File: src/rtl/if_id_stage_pkg.sv
// if_id_stage_pkg: shared CPU opcodes, pcsource encodings and fetch defaults.
package if_id_stage_pkg;

    localparam logic [5:0] OP_RTYPE0 = 6'b000000;
    localparam logic [5:0] OP_RTYPE1 = 6'b000001;
    localparam logic [5:0] OP_RTYPE2 = 6'b000010;
    localparam logic [5:0] OP_ADDI   = 6'b000011;
    localparam logic [5:0] OP_ANDI   = 6'b000100;
    localparam logic [5:0] OP_ORI    = 6'b000101;
    localparam logic [5:0] OP_XORI   = 6'b000110;
    localparam logic [5:0] OP_LW     = 6'b001101;
    localparam logic [5:0] OP_SW     = 6'b001110;
    localparam logic [5:0] OP_BEQ    = 6'b001111;
    localparam logic [5:0] OP_BNE    = 6'b010000;
    localparam logic [5:0] OP_J      = 6'b010010;

    typedef enum logic [1:0] {
        PCS_SEQ     = 2'b00,
        PCS_BRANCH  = 2'b01,
        PCS_JUMP    = 2'b10,
        PCS_ILLEGAL = 2'b11
    } pcsource_e;

    localparam logic [31:0] NOP_WORD     = 32'h0000_0000;
    localparam logic [31:0] DEF_RESET_PC = 32'h0000_0000;

    function automatic logic uses_rt(input logic [5:0] op);
        return op inside {OP_RTYPE0, OP_RTYPE1, OP_RTYPE2, OP_BEQ, OP_BNE, OP_SW};
    endfunction

endpackage

File: src/rtl/if_id_stage_load_use_detect.sv
// load_use_detect: flags an ID instruction that reads the register a load in EX is still producing.
module load_use_detect
    import if_id_stage_pkg::*;
(
    input  logic [31:0] id_inst_i,
    input  logic        id_valid_i,
    input  logic        ex_wreg_i,
    input  logic        ex_m2reg_i,
    input  logic [4:0]  ex_rn_i,
    output logic        stall_o
);

    logic [5:0] op;
    logic [4:0] rs;
    logic [4:0] rt;
    logic       unused_imm;

    assign op         = id_inst_i[31:26];
    assign rs         = id_inst_i[25:21];
    assign rt         = id_inst_i[20:16];
    assign unused_imm = ^id_inst_i[15:0];

    // r0 is hardwired, so a load targeting it never creates a dependency
    assign stall_o = id_valid_i & ex_wreg_i & ex_m2reg_i & (ex_rn_i != 5'd0) &
                     (((op != OP_J) & (rs == ex_rn_i)) | (uses_rt(op) & (rt == ex_rn_i)));

endmodule

File: src/rtl/if_id_stage.sv
// if_id_stage: PC register, next-PC mux, IF/ID pipeline register and load-use stall counter.
module if_id_stage
    import if_id_stage_pkg::*;
#(
    parameter logic [31:0] RESET_PC = DEF_RESET_PC,
    parameter int          CNT_W    = 16
) (
    input  logic             clock,
    input  logic             resetn,
    input  logic [1:0]       pcsource,
    input  logic [31:0]      bpc,
    input  logic [31:0]      jpc,
    output logic [31:0]      imem_addr,
    input  logic [31:0]      imem_rdata,
    input  logic             imem_ready,
    input  logic             ex_wreg,
    input  logic             ex_m2reg,
    input  logic [4:0]       ex_rn,
    output logic [31:0]      pc,
    output logic [31:0]      id_inst,
    output logic [31:0]      id_pc4,
    output logic             id_valid,
    output logic             id_bubble,
    output logic [CNT_W-1:0] stall_cnt
);

    localparam logic [CNT_W-1:0] CNT_ONE = 1;

    logic [31:0]      pc_q, pc_d, inst_q, inst_d, pc4_q, pc4_d, pc_plus4;
    logic             valid_q, valid_d, stall, redirect, fetch;
    logic [CNT_W-1:0] cnt_q, cnt_d;

    load_use_detect u_lud (
        .id_inst_i  (inst_q),
        .id_valid_i (valid_q),
        .ex_wreg_i  (ex_wreg),
        .ex_m2reg_i (ex_m2reg),
        .ex_rn_i    (ex_rn),
        .stall_o    (stall)
    );

    // stall outranks redirect because the branch outcome is not final until the hazard clears
    always_comb begin
        pc_plus4 = pc_q + 32'd4;
        redirect = valid_q & ~stall & ((pcsource == PCS_BRANCH) | (pcsource == PCS_JUMP));
        fetch    = ~stall & ~redirect & imem_ready;
        pc_d     = stall ? pc_q : redirect ? ((pcsource == PCS_BRANCH) ? bpc : jpc) : fetch ? pc_plus4 : pc_q;
        inst_d   = stall ? inst_q : fetch ? imem_rdata : NOP_WORD;
        pc4_d    = stall ? pc4_q : fetch ? pc_plus4 : 32'd0;
        valid_d  = stall ? valid_q : fetch;
        cnt_d    = (stall & ~&cnt_q) ? cnt_q + CNT_ONE : cnt_q;
    end

    always_ff @(posedge clock) begin
        if (!resetn) begin
            pc_q    <= RESET_PC;
            inst_q  <= NOP_WORD;
            pc4_q   <= 32'd0;
            valid_q <= 1'b0;
            cnt_q   <= '0;
        end else begin
            pc_q    <= pc_d;
            inst_q  <= inst_d;
            pc4_q   <= pc4_d;
            valid_q <= valid_d;
            cnt_q   <= cnt_d;
        end
    end

    assign pc        = pc_q;
    assign imem_addr = pc_q;
    assign id_inst   = inst_q;
    assign id_pc4    = pc4_q;
    assign id_valid  = valid_q;
    assign id_bubble = stall;
    assign stall_cnt = cnt_q;

endmodule

File: config.mk
export PLATFORM = sky130hd
export DESIGN_NAME = if_id_stage
export DESIGN_NICKNAME = d
export VERILOG_FILES = /design/src/rtl/if_id_stage_pkg.sv /design/src/rtl/if_id_stage_load_use_detect.sv /design/src/rtl/if_id_stage.sv
export SDC_FILE = /design/constraint.sdc
export NUM_CORES = 1
export LEC_CHECK = 0
export ABC_AREA = 1
export CORE_MARGIN = 5
export CORE_UTILIZATION = 40
export DETAILED_ROUTE_END_ITERATION = 12
export PLACE_DENSITY_LB_ADDON = 0.1
export SYNTH_ARGS = -nofsm -noshare
export SYNTH_HDL_FRONTEND = slang
export SYNTH_SLANG_ARGS = --single-unit
File: constraint.sdc
create_clock -name clock -period 4 [get_ports clock]
set_input_delay 1 -clock clock [delete_from_list [all_inputs] [get_ports clock]]
set_output_delay 1 -clock clock [all_outputs]
set_load 0.1 [all_outputs]
==> flow_metrics.env <==
export IMPL_layout_commonest_cell="nand2_1"
export IMPL_slowest_delay_ns=0.56
export IMPL_fp_dieArea_mm2=0.0190
export IMPL_timing_setup_tns_ns=0
export IMPL_utilization_pct=60.0
export IMPL_synth_area_leader_cell="dfxtp_1"
export IMPL_grt_max_degree=105
export IMPL_syn_inst=973
export IMPL_drive_gt1_share_pct=8.02
export IMPL_final_cell_mix="255 x nand2_1, 250 x clkdlybuf4s50_1, 127 x nand3_1"
export IMPL_fin_crit_sh_pct=83.2
export IMPL_synth_cell_types=29
export IMPL_cts_resized=0
export IMPL_grt_setup_unrepaired="false"
export IMPL_grt_first_pass_wirelength_mm=34.0
export IMPL_p_per_area_mw_per_mm2=377
export IMPL_end_kind="output pin"
export IMPL_grt_overflow_total=0
export IMPL_slowest_stage="clkdlybuf4s50_1"
export IMPL_ant_nets=0
export IMPL_drt_total_wl_mm=22.2
export IMPL_dr_pass1_iters=5
export IMPL_grtUsageMet3_pct=5.55
export IMPL_drc=0
export IMPL_power_frac_clock_pct=44.7
export IMPL_hold_viol=0
export IMPL_cts_tree="yes"
export IMPL_p_int_mw=2.47
export IMPL_criticalPathCategory="primary input to output pin"
export IMPL_grt_total_usage_pct=22.9
export IMPL_core_mm2=0.0159
export IMPL_cp_required_ns=3.00
export IMPL_holdPathStages=2
export IMPL_peakVddDrop_mv=0.312
export IMPL_vias=6798
export IMPL_slew_violations=0
export IMPL_drt_iter0_markers=428
export IMPL_portBuffers=253
export IMPL_grt_use_met2_pct=36.7
export IMPL_crit_path_start_kind="primary input"
export IMPL_timing_hold_ws_ns=0.462
export IMPL_synth_nets=1084
export IMPL_via_per_inst=4.85
export IMPL_clkLatencyLatePin_ns=0.41
export IMPL_die_h_um=138
export IMPL_globalRoute_busiestLayer="met2"
export IMPL_r2r_cells=13
export IMPL_placed_cells=1369
export IMPL_fin_cells=1401
export IMPL_crit_fanout=4
export IMPL_crit_buf_inv=3
export IMPL_num_nets_final=1283
export IMPL_layout_area_overhead_vs_synth_pct=46.7
export IMPL_cts_hold_buf=0
export IMPL_critPathTopFamily="buffers and inverters"
export IMPL_gp_congestion=0.858
export IMPL_layout_min_cycle_time_ns=3.33
export IMPL_ys_seq_area_share_pct=34.7
export IMPL_synth_seq_cells=113
export IMPL_postSynthAreaPerCell_um2=6.70
export IMPL_cts_sink_count=113
export IMPL_dieWidth_um=138
export IMPL_rows=46
export IMPL_ys_warn_count=0
export IMPL_antenna_cells=0
export IMPL_grt_use_met1_pct=30.7
export IMPL_cts_max_level=4
export IMPL_relSlewSlack_pct=23.7
export IMPL_outcome="completed"
export IMPL_numCtsBuffers=17
export IMPL_max_freq_mhz=301
export IMPL_power_frac_comb_pct=21.7
export IMPL_path_depth=9
export IMPL_antenna_found_initial=0
export IMPL_clkSlewWorstSetupHoldPaths_ns=0.05
export IMPL_p_leak_nw=3.89
export IMPL_finalSetupViolCount=0
export IMPL_worst_ep_arrival_time_ns=2.33
export IMPL_min_path_type="register to register"
export IMPL_initial_utilization_pct=40.9
export IMPL_clock_root_buffer="clkbuf_16"
export IMPL_synth_area_top_cells="dfxtp_1 35%, nand2_1 15%, nand3_1 9.7%"
export IMPL_pwr_share_seq_pct=33.6
export IMPL_routedWlPerCell_um=15.9
export IMPL_fin_skew_ns=0.0130
export IMPL_switching_share_pct=31.4
export IMPL_worstPathCellList="clkdlybuf4s50_1 > xnor2_1 > nand2_1 > nor2_1 > nand3_1 > nand2_1 > nand2_4 > inv_2 > buf_12"
export IMPL_grt_pass1_vias=6437
export IMPL_netlist_area_mm2=0.00652
export IMPL_worst_pin_slew_ns=1.14
export IMPL_clk_path_buf_depth=2
export IMPL_hpwl_mm=16.1
export IMPL_cts_setup_buffers=0
export IMPL_pin_count=254
export IMPL_cp_common_cell="nand2_1"
export IMPL_synth_top_cell_area_share_pct=34.7
export IMPL_switchingPower_mw=1.13
export IMPL_max_cap_violations=0
## flip-flops by register name, indices dropped and copies added (netlist names)
name       flops
id_inst       32
stall_cnt     16
id_valid       1
imem_addr     32
id_pc4        32
## per-stage QoR
step	setup WS, ns	area (µm²)	total power [mW]
global route	0.548	9560	3.73
detailed placement	0.457	8930	2.02
CTS	0.665	9560	3.63
floorplan	0.927	6520	1.77
finish	0.673	9560	3.61
global placement	0.513	8930	2.02
## tightest hold or removal path, cell delays in order, from the launching register on
cell and delay [ns]:
dfxtp_1 0.30, nand2_1 0.06, a21oi_1 0.05
## power groups by stage
stage,clock [mW],sequential (mW),combinational (mW)
3_3_place_gp,0,1.23,0.782
5_1_grt,1.69,1.22,0.819
2_1_floorplan,0,1.47,0.300
3_5_place_dp,0,1.23,0.785
6_report,1.61,1.21,0.784
4_1_cts,1.63,1.21,0.787
## cell type report
class                      count  area [µm²]
clock buffer                  19         443
clock inverter                13         185
fill                        1533        6380
inverter                      85         320
multi-input combinational    693        3480
sequential                   113        2260
tap                          216         270
timing repair buffer         262        2610
## cells by family after synthesis
family,count (synthesis),share of synthesized area (%)
AND/OR/NAND/NOR,541,35.9
buffers and inverters,167,12.4
flip-flops,113,34.7
AO/OA/AOI/OAI,83,6.37
XOR/XNOR,34,4.57
multiplexers,32,5.53
adder cells (fa/ha/maj),3,0.576
## metal layers
layer,vias up,wire length (µm)
met4,0,257
met2,219,10300
met1,3095,10200
met3,15,1510
li1,3469,-
met5,-,0
## worst paths after layout
| kind | startpoint | end | slack (ns) |
|---|---|---|---|
| max | ex_rn[3] | id_bubble | 0.67 |
| min | id_pc4[11] | id_pc4[11] | 0.46 |
| max reg2reg | id_inst[28] | stall_cnt[9] | 1.59 |
| min reg2reg | id_pc4[11] | id_pc4[11] | 0.46 |
## Yosys cell counts
master and number:
mux2_2 32, nand4_1 5, nor3_1 7, dfxtp_1 113, inv_1 83, xnor2_1 11, nor4_2 1, ha_1 3
nand2_4 1, buf_1 1, nand3_1 127, nand2_1 255, nand3_2 2, nand2_2 2, nor2_4 2, nor2_2 3
a21oi_1 81, buf_4 38, o21ai_1 1, xor2_1 23, nor2_1 124, buf_6 2, clkbuf_1 22, buf_2 19
nor4_4 1, o21ai_0 1, inv_2 2, nand3b_4 1, nand3b_1 10
(Power assumes the default switching activity.)
==> patch: new RTL, config.mk and constraints unchanged <==
Change the parameter `CNT_W` from 16 to 32.
--- a/src/rtl/if_id_stage.sv
+++ b/src/rtl/if_id_stage.sv
@@ -5,3 +5,3 @@
     parameter logic [31:0] RESET_PC = DEF_RESET_PC,
-    parameter int          CNT_W    = 16
+    parameter int          CNT_W    = 32
 ) (
Interface: changed (resized stall_cnt); port bits go from 254 to 270. No check against the original RTL was run, so the function may have changed too.
==> patch against the original RTL <==
Wire length increased by 16%; count of clock-buffer cells in the layout increased by 8; combinational power increased by 0.9%; sequential cell count increased by 16; final area increased by 13%; setup slack got worse by 150 ps; critical path depth decreased by 1; synthesized cell count increased by 20%; power increased by 1.3%; clock power decreased by 7%; area after synthesis increased by 16%; global-route usage increased by 0.35 points; critical endpoint unchanged; largest power group unchanged.
==> patch: results (changes against the original RTL) <==
Ys async rst share: 0% (unchanged)
Skew final: 9.49 ps (-3.50 ps)
CTS tree: built
Peak VDD IR: 0.314 mV (+0.62%)
Antenna Diode Count: 0 (unchanged)
Synth top area cells: dfxtp_1, nand2_1, nand3_1
Share of layout cells above drive strength 1: 6.34% (-1.7 points)
Clock root buffer: clkbuf_16
CTS buffer count: 17 (unchanged)
Synth unique cells: 25 (-14%)
Max-slew headroom: 28.4% (+4.6 points)
Prevailing post-synth register cell: dfxtp_1
Post-CTS setup buffers: 0 (unchanged)
Slowest cell on crit path: clkdlybuf4s50_1
Worst skew pair latency: 420 ps
Adder-Cell Fraction of Synth Area: 0.497% (-0.079 points)
Final #Nets: 1485 (+16%)
Number of port buffers: 269 (+6.3%)
Initial DRC Count: 352 (-18%)
P_int: 2510 uW (+1.4%)
GPL Wtd Cong: 0.937 (+9.3%)
Largest delay contributor family on the critical path: buffers and inverters
Synth Area in Compound Gates: 6.88% (+0.50 points)
DP HPWL: 18800 um (+16%)
YS warnings: 0 (unchanged)
Syn nets: 1274 (+18%)
Xor/xnor share of the synthesized area: 5.22% (+0.65 points)
CTS H-tree depth: 4 (unchanged)
CP peak stage delay: 550 ps
Multiplexer share of the synthesized area: 4.77% (-0.76 points)
Vias in the first global route: 7800 (+21%)
CP max FO: 3 (-1)
Top-count cell post-synth: nand2_1
Post-synth top cells: nand2_1, nor2_1, nand3_1
Initial antenna violation count: 0 (unchanged)
Kind of path behind the tightest hold check: reg -> reg
Via count: 8093 (+19%)
First-pass iteration count of the detailed router: 5 (unchanged)
Sequential-to-total area share from yosys stat: 34.2% (-0.50 points)
Global-route wire length before repair: 40800 um (+20%)
WL final: 25700 um (+16%)
GRT Total Usage: 23.2% (+0.35 points)
Clock Tree Buf Depth: 2 (unchanged)
Cell Area, Placed: 10200 um2 (+14%)
Critical Path AT: 2480 ps (+150 ps)
Clock-pin slew on the worst setup and hold paths: 50 ps (about the same)
Largest net degree at the start of global routing: 99 (-5.7%)
Leakage: 0.00423 uW (+8.8%)
Post-CTS resize count: 0 (unchanged)
Status: complete, no violations
[patch: power by group through the flow]
| stage | clock network [uW] | registers (uW) | logic [uW] |
|---|---|---|---|
| final | 1490 | 1370 | 791 |
| after detailed placement | 0 | 1400 | 794 |
| after global routing | 1580 | 1380 | 830 |
| after floorplan | 0 | 1640 | 303 |
| after CTS | 1520 | 1370 | 797 |
| after global placement | 0 | 1400 | 791 |
[patch: logic make-up (layout without fill, tap and decap cells)]
family / count (synthesis) / in the layout
buffers and inverters: 186 / 410
adders and majority gates: 3 / 3
xor gates and xnor gates: 45 / 45
muxes: 32 / 32
and+or+nand+nor: 667 / 667
AOI/OAI and AO/OA: 101 / 101
DFF: 129 / 129
[patch: worst paths after layout]
kind                                   from                        end  slack, ps  cells after the start
setup / recovery                   ex_rn[1]                  id_bubble        520                      8
hold / removal     id_inst[10]$_SDFFE_PN0N_   id_inst[10]$_SDFFE_PN0N_        460                      2
setup reg to reg  stall_cnt[0]$_SDFFE_PN0P_  stall_cnt[7]$_SDFFE_PN0P_       1500                     10
hold reg to reg    id_inst[10]$_SDFFE_PN0N_   id_inst[10]$_SDFFE_PN0N_        460                      2
[patch: layout make-up]
cell class	instances	area, um2
Fill cell	1859	7880
Multi-Input combinational cell	848	4130
Timing Repair Buffer	282	2830
Sequential cell	129	2580
Clock buffer	27	513
Inverter	96	363
Tap cell	234	293
Clock inverter	5	50.0
[patch: through the flow]
step | utilization [%] | setup slack (ps) | cells | total power, uW
finish | 57.7 | 525 | 1621 | 3650
global route | 57.7 | 415 | 1621 | 3780
CTS | 57.7 | 525 | 1621 | 3690
detailed placement | 54.7 | 537 | 1589 | 2190
global placement | 54.7 | 550 | 1589 | 2190
floorplan | - | 809 | 1163 | 1940
[patch: worst reg2reg max path: stages (launching register included)]
cell and delay [ps]:
dfxtp_1 420, ha_1 310, nand2_1 120, nor2_2 170, nand2_1 120, nor2_1 250
nand3_2 390, nand2_2 200, buf_4 240, nand2_1 80, a21oi_1 130
[patch: metal layers]
metal,wire length (um),GRT usage (%),part of all wire (%)
met5,0,0,0
met4,504,5.92,2.0
met3,1560,5.55,6.1
met2,12500,40.2,49
met1,11100,29.1,43
